File: src/rtl/seven_segment_scanner.sv
// Multiplexed seven-segment display scanner with double-buffered value,
// leading-zero blanking and decimal or hex glyphs.
//
// Ports:
//   clk         rising-edge clock
//   reset       synchronous active-high reset
//   load        one-cycle strobe capturing load_value/load_dp
//   load_value  one nibble per digit, digit 0 least significant
//   load_dp     decimal point per digit
//   lzb         leading-zero blanking enable (live)
//   seg         segments {a,b,c,d,e,f,g}, active-high
//   dp          decimal point of the driven digit
//   digit_en    one-hot enable of the driven digit
//   pending     a loaded value waits for the frame boundary
//   frame_done  one-cycle pulse after the last digit of a frame
module seven_segment_scanner #(
  parameter int NUM_DIGITS  = 4,
  parameter int REFRESH_DIV = 50000,
  parameter int HEX_MODE    = 0
) (
  input  logic                    clk,
  input  logic                    reset,
  input  logic                    load,
  input  logic [4*NUM_DIGITS-1:0] load_value,
  input  logic [NUM_DIGITS-1:0]   load_dp,
  input  logic                    lzb,
  output logic [6:0]              seg,
  output logic                    dp,
  output logic [NUM_DIGITS-1:0]   digit_en,
  output logic                    pending,
  output logic                    frame_done
);

  localparam int CW = (REFRESH_DIV > 2) ? $clog2(REFRESH_DIV) : 1;
  localparam int PW = (NUM_DIGITS > 1) ? $clog2(NUM_DIGITS) : 1;
  localparam int VW = 4 * NUM_DIGITS;
  localparam bit HEX = (HEX_MODE != 0);

  localparam logic [CW-1:0] CNT_LAST = CW'(REFRESH_DIV - 1);
  localparam logic [PW-1:0] PTR_LAST = PW'(NUM_DIGITS - 1);

  function automatic logic [6:0] glyph(input logic [3:0] n);
    logic [6:0] g;
    unique case (n)
      4'h0: g = 7'b1111110;
      4'h1: g = 7'b0110000;
      4'h2: g = 7'b1101101;
      4'h3: g = 7'b1111001;
      4'h4: g = 7'b0110011;
      4'h5: g = 7'b1011011;
      4'h6: g = 7'b1011111;
      4'h7: g = 7'b1110000;
      4'h8: g = 7'b1111111;
      4'h9: g = 7'b1111011;
      4'hA: g = HEX ? 7'b1110111 : 7'b0000001;
      4'hB: g = HEX ? 7'b0011111 : 7'b0000001;
      4'hC: g = HEX ? 7'b1001110 : 7'b0000001;
      4'hD: g = HEX ? 7'b0111101 : 7'b0000001;
      4'hE: g = HEX ? 7'b1001111 : 7'b0000001;
      4'hF: g = HEX ? 7'b1000111 : 7'b0000001;
    endcase
    return g;
  endfunction

  logic [CW-1:0]         cnt_q, cnt_d;
  logic [PW-1:0]         ptr_q, ptr_d;
  logic [6:0]            seg_q, seg_d;
  logic                  dp_q, dp_d;
  logic [NUM_DIGITS-1:0] en_q, en_d;
  logic                  fd_q, fd_d;
  logic                  pend_q, pend_d;
  logic [VW-1:0]         act_v_q, act_v_d;
  logic [NUM_DIGITS-1:0] act_dp_q, act_dp_d;
  logic [VW-1:0]         sh_v_q, sh_v_d;
  logic [NUM_DIGITS-1:0] sh_dp_q, sh_dp_d;

  logic                  tick;
  logic                  last;
  logic                  swap;
  logic [NUM_DIGITS-1:0] blank;
  logic                  hi_zero;
  logic [3:0]            nib;
  logic                  sel_dp;
  logic                  sel_blank;
  logic [NUM_DIGITS-1:0] en_sel;

  // Blanking walks down from the most significant digit; a digit is
  // blanked only while every nibble above and including it is zero.
  always_comb begin
    blank   = '0;
    hi_zero = 1'b1;
    for (int k = NUM_DIGITS - 1; k >= 0; k--) begin
      hi_zero = hi_zero & (act_v_q[4*k +: 4] == 4'h0);
      if (k != 0) blank[k] = lzb & hi_zero;
    end
  end

  always_comb begin
    nib       = 4'h0;
    sel_dp    = 1'b0;
    sel_blank = 1'b0;
    en_sel    = '0;
    for (int k = 0; k < NUM_DIGITS; k++) begin
      if (ptr_q == PW'(k)) begin
        nib       = act_v_q[4*k +: 4];
        sel_dp    = act_dp_q[k];
        sel_blank = blank[k];
        en_sel[k] = 1'b1;
      end
    end
  end

  always_comb begin
    tick = (cnt_q == CNT_LAST);
    last = (ptr_q == PTR_LAST);
    swap = tick & last;

    cnt_d    = tick ? '0 : cnt_q + 1'b1;
    ptr_d    = ptr_q;
    seg_d    = seg_q;
    dp_d     = dp_q;
    en_d     = en_q;
    fd_d     = swap;
    pend_d   = pend_q;
    act_v_d  = act_v_q;
    act_dp_d = act_dp_q;
    sh_v_d   = sh_v_q;
    sh_dp_d  = sh_dp_q;

    if (tick) begin
      ptr_d = last ? '0 : ptr_q + 1'b1;
      seg_d = sel_blank ? 7'b0 : glyph(nib);
      dp_d  = sel_dp;
      en_d  = en_sel;
    end

    // The active value only changes at the frame boundary; a load that
    // lands on that boundary bypasses the shadow entirely.
    if (swap) begin
      if (load) begin
        act_v_d  = load_value;
        act_dp_d = load_dp;
        pend_d   = 1'b0;
      end else if (pend_q) begin
        act_v_d  = sh_v_q;
        act_dp_d = sh_dp_q;
        pend_d   = 1'b0;
      end
    end else if (load) begin
      sh_v_d  = load_value;
      sh_dp_d = load_dp;
      pend_d  = 1'b1;
    end
  end

  always_ff @(posedge clk) begin
    if (reset) begin
      cnt_q    <= '0;
      ptr_q    <= '0;
      seg_q    <= '0;
      dp_q     <= 1'b0;
      en_q     <= '0;
      fd_q     <= 1'b0;
      pend_q   <= 1'b0;
      act_v_q  <= '0;
      act_dp_q <= '0;
      sh_v_q   <= '0;
      sh_dp_q  <= '0;
    end else begin
      cnt_q    <= cnt_d;
      ptr_q    <= ptr_d;
      seg_q    <= seg_d;
      dp_q     <= dp_d;
      en_q     <= en_d;
      fd_q     <= fd_d;
      pend_q   <= pend_d;
      act_v_q  <= act_v_d;
      act_dp_q <= act_dp_d;
      sh_v_q   <= sh_v_d;
      sh_dp_q  <= sh_dp_d;
    end
  end

  assign seg        = seg_q;
  assign dp         = dp_q;
  assign digit_en   = en_q;
  assign pending    = pend_q;
  assign frame_done = fd_q;

endmodule

File: config.mk
export PLATFORM = sky130hd
export DESIGN_NAME = seven_segment_scanner
export DESIGN_NICKNAME = d
export VERILOG_FILES = /design/src/rtl/seven_segment_scanner.sv
export SDC_FILE = /design/constraint.sdc
export NUM_CORES = 1
export LEC_CHECK = 0
export CAP_MARGIN = 20
export CORE_ASPECT_RATIO = 0.6
export CORE_MARGIN = 1.5
export CORE_UTILIZATION = 25
export DETAILED_ROUTE_END_ITERATION = 12
export MAX_ROUTING_LAYER = met4
export PLACE_DENSITY_LB_ADDON = 0.15
export REMOVE_ABC_BUFFERS = 1
export SLEW_MARGIN = 10
export SYNTH_ARGS = -nofsm -noshare
export SYNTH_HDL_FRONTEND = slang
export SYNTH_SLANG_ARGS = --single-unit
File: constraint.sdc
create_clock -name clk -period 3.36 [get_ports clk]
set_clock_uncertainty 0.05 [all_clocks]
set_input_delay 0.336 -clock clk [delete_from_list [all_inputs] [get_ports clk]]
set_output_delay 0.336 -clock clk [all_outputs]
set_load 0.005 [all_outputs]
Word-level counts from Yosys, hierarchy flattened
Memory sizes are Yosys's and may differ from the RTL's.
Index checks and enable logic that the tools add are counted.
{"block": "word_totals", "register_bits": 72, "wordCells": 55, "n_memories": 1, "rom_bits": 112, "input_bits": 24, "mem_bits_rw": 0, "output_inout_bits": 14, "latchBits": 0}
{"block": "classes", "muxes": 21, "n_bitwise": 7, "multipliers": 0, "n_div": 0, "n_eq_ne": 4, "addsub": 2, "n_shift": 0, "magnitude_cmp": 0, "reduce_logical": 9}
{"name": "(no name shown)", "words": 16, "word_bits": 7, "read_ports": 1, "rd_clocked_by_memory_dff": 0, "wr": 0, "line_no": "44", "text": "unique case (n)"}
{"cell": "two-way mux 16 bit", "count": 2}
{"cell": "two-way mux 4 bit", "count": 6}
{"cell": "adder 16 x 1 -> 16 bit (second input constant)", "count": 1}
{"cell": "equality test 16 bit (second input constant)", "count": 1}
{"cell": "logical NOT 4 bit", "count": 3}
{"cell": "two-way mux 1 bit", "count": 11}
{"cell": "two-way mux 7 bit", "count": 1}
{"cell": "AND 1 bit", "count": 6}
{"cell": "equality test 2 bit (second input constant)", "count": 2}
{"cell": "AND reduction 2 bit", "count": 2}
{"cell": "OR reduction 2 bit", "count": 2}
{"cell": "adder 2 x 1 -> 2 bit (second input constant)", "count": 1}
{"cell": "equality test 2 x 1 -> 1 bit (second input constant)", "count": 1}
{"cell": "logical NOT 2 bit", "count": 1}
{"cell": "two-way mux 2 bit", "count": 1}
{"cell": "nonzero test 2 bit", "count": 1}
{"cell": "NOT 1 bit", "count": 1}

Logic depth before layout (Yosys ltp)
Gate-level depths: netlist of the first run.
{"block": "depth", "word_depth": 8, "ltp_mapped": 11, "mapped_depth_nobuf": 10}

Worst setup path after synthesis of the first run
Ideal clock, no wire load.
{"block": "synth_path", "path_kind": "register to register", "startpoint": "register ptr_q[0]", "endpoint": "register seg_q[4], in the netlist seg[4]", "slack_ns": 1.352, "n_path_buf": 1, "path_stages_with_launch": 11, "arrival_ns": 1.831, "synth_period_minus_slack_ns": 2.008, "setup_time_ns": 0.127, "required_time_ns": 3.183, "path_cell_list": "dfxtp_1 inv_1 ha_1 buf_2 nor2_1 o211ai_1 o211ai_1 ha_1 inv_1 o311ai_0 o21ai_0"}
{"block": "synth_between", "elab_chain_cells": 7, "word_cells_on_any_way": 13, "cone_classes": "3 x eq/ne; 8 x mux; 1 x reduce/logical; 1 x memory"}
{"element": "start: declaration", "line_no": "66", "text": "logic [PW-1:0] ptr_q, ptr_d;"}
{"element": "start signal: assignment", "line_no": "171", "text": "ptr_q <= ptr_d;"}
{"element": "logical NOT 2 bit", "line_no": "104", "text": "if (ptr_q == PW'(k)) begin"}
{"element": "two-way mux 4 bit (4 in a row)", "line_no": "104"}
{"element": "memory read (16 x 7 bit)"}
{"element": "two-way mux 7 bit *", "line_no": "132", "text": "seg_d = sel_blank ? 7'b0 : glyph(nib);"}
{"element": "end signal: assignment", "line_no": "172", "text": "seg_q <= seg_d;"}
{"element": "end: declaration", "line_no": "67", "text": "logic [6:0] seg_q, seg_d;"}
Every way passes the cells marked *; elsewhere a longest branch is shown, timed or not.
A chain may end at the register's enable or synchronous reset.

Worst setup path after layout of the first run
{"block": "layout_path", "startpoint": "register ptr_q[0]", "endpoint": "register seg_q[6], in the netlist seg[6]"}
Same word-level chain as after synthesis.

==> flow_metrics.py, run 1 <==
metrics = {
    "run_status": {
        "status": "finished with violations",
        "violations": "DRC",
    },
    "drt": {
        "avgRoutedWirePerCell_microns": 14.0,
        "drcViolationCount": 3,
        "dr.first_iter.drc_count": 140,
        "final_antenna_net_count": 0,
        "drtPass1Iterations": 10,
        "via_per_inst": 4.59,
        "postRouteWirelength_mm": 8.18,
        "via_count": 2691,
    },
    "clocking": {
        "ctsHoldBuffers": 0,
        "insertion_delay_ns": 0.33,
        "cts.sink_count": 72,
        "cts_buffer_depth": 2,
        "htree_levels": 3,
        "cts_resized": 0,
        "cts-root-buf": "clkbuf_16",
        "path_clk_slew_ns": 0.06,
        "cts_setup_buffers": 0,
        "cts_buffers": 9,
        "cts_tree": "done",
    },
    "die": {
        "chipWidth_microns": 153,
        "pin_count": 38,
        "initial_core_util_pct": 25.9,
        "die_h_microns": 93.0,
        "die_area_sq_um": 14200,
        "num_rows": 32,
        "core_sq_um": 13000,
    },
    "setup_path": {
        "crit_family": "compound AO/OA/AOI/OAI gates",
        "critical_path_class": "flop to flop",
        "cp_slowest_cell": "a211oi_1",
        "cp_slowest_stage_delay_ns": 0.65,
        "cp-end-kind": "flop",
        "crit_arrival_ns": 2.69,
        "critPathRequiredTime_ns": 3.51,
        "path_max_fanout": 15,
        "reg2reg_slack_ns": 0.82,
        "rr_worst_depth": 6,
        "cp_num_buf_inv": 0,
        "path_cells": "ha_1, a211oi_1, a211oi_1, a21oi_1, o21ai_0, o21ai_0",
        "critPathLaunchType": "flop",
        "reg2reg_to": "seg[6]",
        "r2r_start": "ptr_q[0]",
    },
    "global_routing": {
        "grt_pass1_vias": 2580,
        "grt_pass1_wl_mm": 13.6,
        "globalRouteOverflowTotal": 0,
        "grt_max_degree": 50,
        "antenna_found_initial": 0,
        "track_usage_pct": 12.8,
    },
    "logic_synthesis": {
        "yosysTopAreaCellShare_pct": 42.7,
        "synthesis.area_sq_um": 3370,
        "ys.flop_type": "dfxtp_1",
        "ys_seq_area_share_pct": 42.7,
        "synthCells": 383,
        "yosys-top-cells-area": "dfxtp_1 43%, a211oi_2 7.4%, nand2_1 7.0%",
        "syn_avg_cell_area_sq_um": 8.80,
        "synth-seq-cells": 72,
        "synth-edff-count": 0,
        "yosysWarnings": 0,
        "synth-async-reset-ratio_pct": 0,
        "yosysUniqueCellTypes": 40,
        "yosys.area.top_type": "dfxtp_1",
    },
    "worst_hold_path": {
        "whs_path_depth": 2,
        "hold_end": "sh_v_q[2]",
        "hp-class": "flop to flop",
        "holdCritStartpoint": "sh_v_q[2]",
    },
    "layout": {
        "final_cell_mix": "72 x dfxtp_1, 63 x nand2_1, 49 x nor2_1",
        "final_common_cell": "dfxtp_1",
        "final_area_sq_um": 4200,
        "instances_no_fill": 586,
        "fin_util_pct": 32.3,
        "syn_to_final_growth_pct": 24.6,
        "final_nets": 447,
        "drive_gt1_share_pct": 11.1,
        "diodes": 0,
        "fillers": 1355,
    },
    "placed_design": {
        "port_buffers": 37,
        "place.detailed.hpwl_mm": 5.89,
        "place_area_sq_um": 3890,
        "preCtsSetupSlack_ns": 0.828,
        "routabilityCongestion": 0.816,
        "dp_cells": 572,
    },
    "timing": {
        "finalCriticalPeriod_ns": 2.54,
        "worstMarginPinSlew_ns": 0.687,
        "slew_viol_final": 0,
        "rsz0062_at_grt": "no",
        "timing.fmax_mhz": 393,
        "period_share_pct": 75.6,
        "holdWs_ns": 0.402,
        "layout_setup_ws_ns": 0.819,
        "final.setup.tns_ns": 0,
        "max_slew_margin_pct": 53.9,
        "finalHoldViolations": 0,
        "setup_viol": 0,
    },
    "power_and_ir_drop": {
        "power.total_mw": 2.00,
        "p_leak_nw": 1.52,
        "p_per_area_nw_per_um2": 475,
        "ir_worst_vdd_uv": 254,
    },
    "flow_run": {
        "drv_cap": 0,
    },
}
logic make-up (layout without fill, tap and decap cells):
logic type	after synthesis	in the layout	share of synthesized area, %
simple gates	148	148	20.0
compound gates	83	83	18.9
flops	72	72	42.7
buf+inv	33	66	4.23
mux	23	23	6.83
xor+xnor	14	14	3.64
fa+ha+maj	10	10	3.71
synthesized netlist by cell type, drive strengths merged (3+ instances only):
cell and count:
nand4 3, inv 9, nor2 49, xnor2 7, nor4 3, o211ai 7, nand3 12, a211oi 26
o21ai 8, ha 10, and3 4, a21oi 30, nor3 4, dfxtp 72, xor2 7, mux2i 23
clkbuf 13, nand2 63, buf 11
routing by layer:
layer	global-route usage (%)	part of all wire, %	vias to the layer above
met5	-	0	-
met1	18.4	58	1256
li1	-	-	1386
met4	3.51	0.98	0
met3	4.07	3.5	8
met2	16.8	38	41
final cells by class:
cell class | count | area (sq um) | share of cell area (%)
timing repair buffer | 43 | 410 | 9.77
multi-input combinational | 278 | 1790 | 42.7
tap | 170 | 213 | 5.06
clock buffer | 9 | 225 | 5.36
sequential | 72 | 1440 | 34.3
inverter | 9 | 33.8 | 0.804
clock inverter | 5 | 83.8 | 2.00
power breakdown:
part	total, mW	internal, mW	switching [mW]
sequential	0.880	0.871	0.00913
clock	1.00	0.642	0.360
combinational	0.113	0.0504	0.0630
worst max-delay path by stage:
stage	startpoint	end	slack, ns	cells after the start
5_1_grt	ptr_q[0]	seg[6]	0.50	6
3_3_place_gp	ptr_q[0]	seg[1]	0.77	6
3_5_place_dp	ptr_q[0]	seg[6]	0.83	6
6_report	ptr_q[0]	seg[6]	0.82	6
2_1_floorplan	cnt_q[0]	act_dp_q[0]	0.08	6
4_1_cts	ptr_q[0]	seg[6]	0.79	6
state kept, by name, indices dropped and copies added (netlist names), 2 cells and up:
name      count
sh_dp_q       4
ptr_q         2
cnt_q        16
seg           7
sh_v_q       16
digit_en      4
act_dp_q      4
act_v_q      16
worst min-delay path, cell delays in order, from the launching register on:
cell and delay (ns):
dfxtp_1 0.30, nand2_1 0.05, a21oi_1 0.05
No activity file was read; power rests on OpenSTA's default activity.
==> run 2: changes to the inputs <==
- clock period: 3.36 -> 2.2 ns (I/O delays scaled with it)
==> run 2 against run 1 <==
Against the previous run: the run still ends with DRC left; sequential share of layout area decreased by 1.0 points; critical path depth increased by 3; combinational power increased by 55%; cell count increased by 1.7%; fmax increased by 26%; via count increased by 0.52%; wire length decreased by 0.90%; sequential power increased by 52%; cell area increased by 3.2%; hold slack got worse by 0.045 ns; critical endpoint is now seg[1]; highest routed layer unchanged.
==> flow_metrics.py, run 2 (synthesized netlist as in run 1, its figures left out) <==
metrics = {
    "run_status": {
        "status": "finished with violations",
        "violations": "DRC",
    },
    "setup_path": {
        "r2r_start": "ptr_q[1]",
        "path_max_fanout": 6,
        "crit_arrival_ns": 2.17,
        "critical_path_class": "flop to flop",
        "startpoint": "ptr_q[1]",
        "critPathLaunchType": "flop",
        "cp-end-kind": "flop",
        "critPathRequiredTime_ns": 2.35,
    },
    "layout": {
        "final_nets": 456,
        "drive_gt1_share_pct": 15.0,
        "fillers": 1362,
        "multi_input_area_sq_um": 1820,
        "diodes": 0,
        "top_regs": "act_v_q: 16 flops, cnt_q: 16 flops, sh_v_q: 16 flops",
        "final_cell_mix": "71 x dfxtp_1, 63 x nand2_1, 48 x nor2_1",
        "final_common_cell": "dfxtp_1",
        "register_area_sq_um": 1440,
        "syn_to_final_growth_pct": 28.6,
    },
    "global_routing": {
        "grt_pass1_vias": 2464,
        "globalRouteOverflowTotal": 0,
        "antenna_found_initial": 0,
        "grt_pass1_wl_mm": 13.4,
        "grt_max_degree": 50,
        "track_usage_pct": 12.6,
    },
    "clocking": {
        "path_clk_slew_ns": 0.06,
        "insertion_delay_ns": 0.33,
        "htree_levels": 3,
        "cts_buffer_depth": 2,
        "cts_tree": "done",
        "cts.sink_count": 72,
        "ctsHoldBuffers": 0,
        "cts-root-buf": "clkbuf_16",
        "cts_buffers": 9,
    },
    "drt": {
        "drtPass1Iterations": 10,
        "dr.first_iter.drc_count": 106,
        "via_per_inst": 4.54,
        "via_count": 2705,
        "drcViolationCount": 3,
        "avgRoutedWirePerCell_microns": 13.6,
        "final_antenna_net_count": 0,
        "postRouteWirelength_mm": 8.11,
    },
    "timing": {
        "finalHoldViolations": 0,
        "layout_setup_ws_ns": 0.181,
        "finalCriticalPeriod_ns": 2.02,
        "slew_viol_final": 0,
        "setup_viol": 0,
        "worstMarginPinSlew_ns": 0.656,
        "timing.fmax_mhz": 495,
        "period_share_pct": 91.8,
        "max_slew_margin_pct": 56.3,
        "holdWs_ns": 0.357,
    },
    "die": {
        "die_area_sq_um": 14200,
        "die_h_microns": 93.0,
        "initial_core_util_pct": 25.9,
        "chipWidth_microns": 153,
        "pin_count": 38,
        "num_rows": 32,
        "core_sq_um": 13000,
    },
    "flow_run": {
        "drv_cap": 0,
    },
    "power_and_ir_drop": {
        "p_per_area_nw_per_um2": 710,
        "p_leak_nw": 1.58,
        "ir_worst_vdd_uv": 338,
    },
    "worst_hold_path": {
        "holdCritStartpoint": "reset",
        "hp-class": "input pin to flop",
    },
    "placed_design": {
        "preCtsSetupSlack_ns": 0.000363,
        "routabilityCongestion": 0.864,
        "place.detailed.hpwl_mm": 5.89,
        "port_buffers": 37,
    },
}
==> run 2: cell types whose count changed in the layout (fill, tap and decap cells not counted), moves of 2 or more <==
cell / before / now
ha_2: 0 / 4
ha_1: 10 / 6
buf_4: 6 / 13
buf_12: 0 / 2
==> run 2: worst paths after layout <==
kind           endpoint  slack (ns)  cells past startpoint
min                  dp        0.36                      3
max              seg[1]        0.18                      9
min reg2reg  sh_dp_q[0]        0.40                      2
max reg2reg      seg[1]        0.18                      9
==> run 2: final cells by class <==
type	instances	area share, %
flip-flops and latches	72	33.3
inverters	9	0.779
repair buffers	52	11.6
well taps	170	4.91
clock buffers	10	5.51
multi-input cells	278	42.0
clock inverters	5	1.88
==> run 2: per-stage QoR <==
step | instances | power, mW | area (sq um) | utilization [%] | setup TNS (ns)
detailed placement | 581 | 1.55 | 3990 | 30.6 | 0
CTS | 596 | 3.14 | 4310 | 33.1 | 0
floorplan | 359 | 1.44 | 3260 | - | -22.10
global route | 596 | 3.23 | 4340 | 33.3 | -0.0358
global placement | 581 | 1.55 | 3990 | 30.6 | 0
finish | 596 | 3.08 | 4340 | 33.3 | 0
==> run 2: power by group <==
group | switching [mW] | internal [mW] | leakage, nW
Clock | 0.545 | 1.02 | 0.155
Combinational | 0.0933 | 0.0815 | 0.844
Sequential | 0.0137 | 1.33 | 0.585
==> run 2: per-layer routing <==
layer / vias to the layer above / part of all wire (%) / routed length, microns / global-route usage, %
met5: - / 0 / 0 / -
met4: 0 / 1.1 / 89 / 3.68
met3: 8 / 4.9 / 400 / 4.31
met2: 54 / 37 / 3030 / 15.6
met1: 1231 / 57 / 4600 / 18.4
li1: 1412 / - / - / -
==> run 2: repair_timing <==
action,4_1_cts,5_1_grt
gates resized for setup,1,9
buffers inserted,0,0
pin swaps,0,1
setup endpoints to repair,1,21
==> run 2: critical path, stage by stage (launching register included) <==
cell and delay, ns:
dfxtp_1 0.34, inv_1 0.11, ha_2 0.26, nand2_1 0.07, o211ai_1 0.19, o211ai_1 0.17, buf_4 0.18, ha_1 0.21
a211oi_1 0.21, o21ai_0 0.10
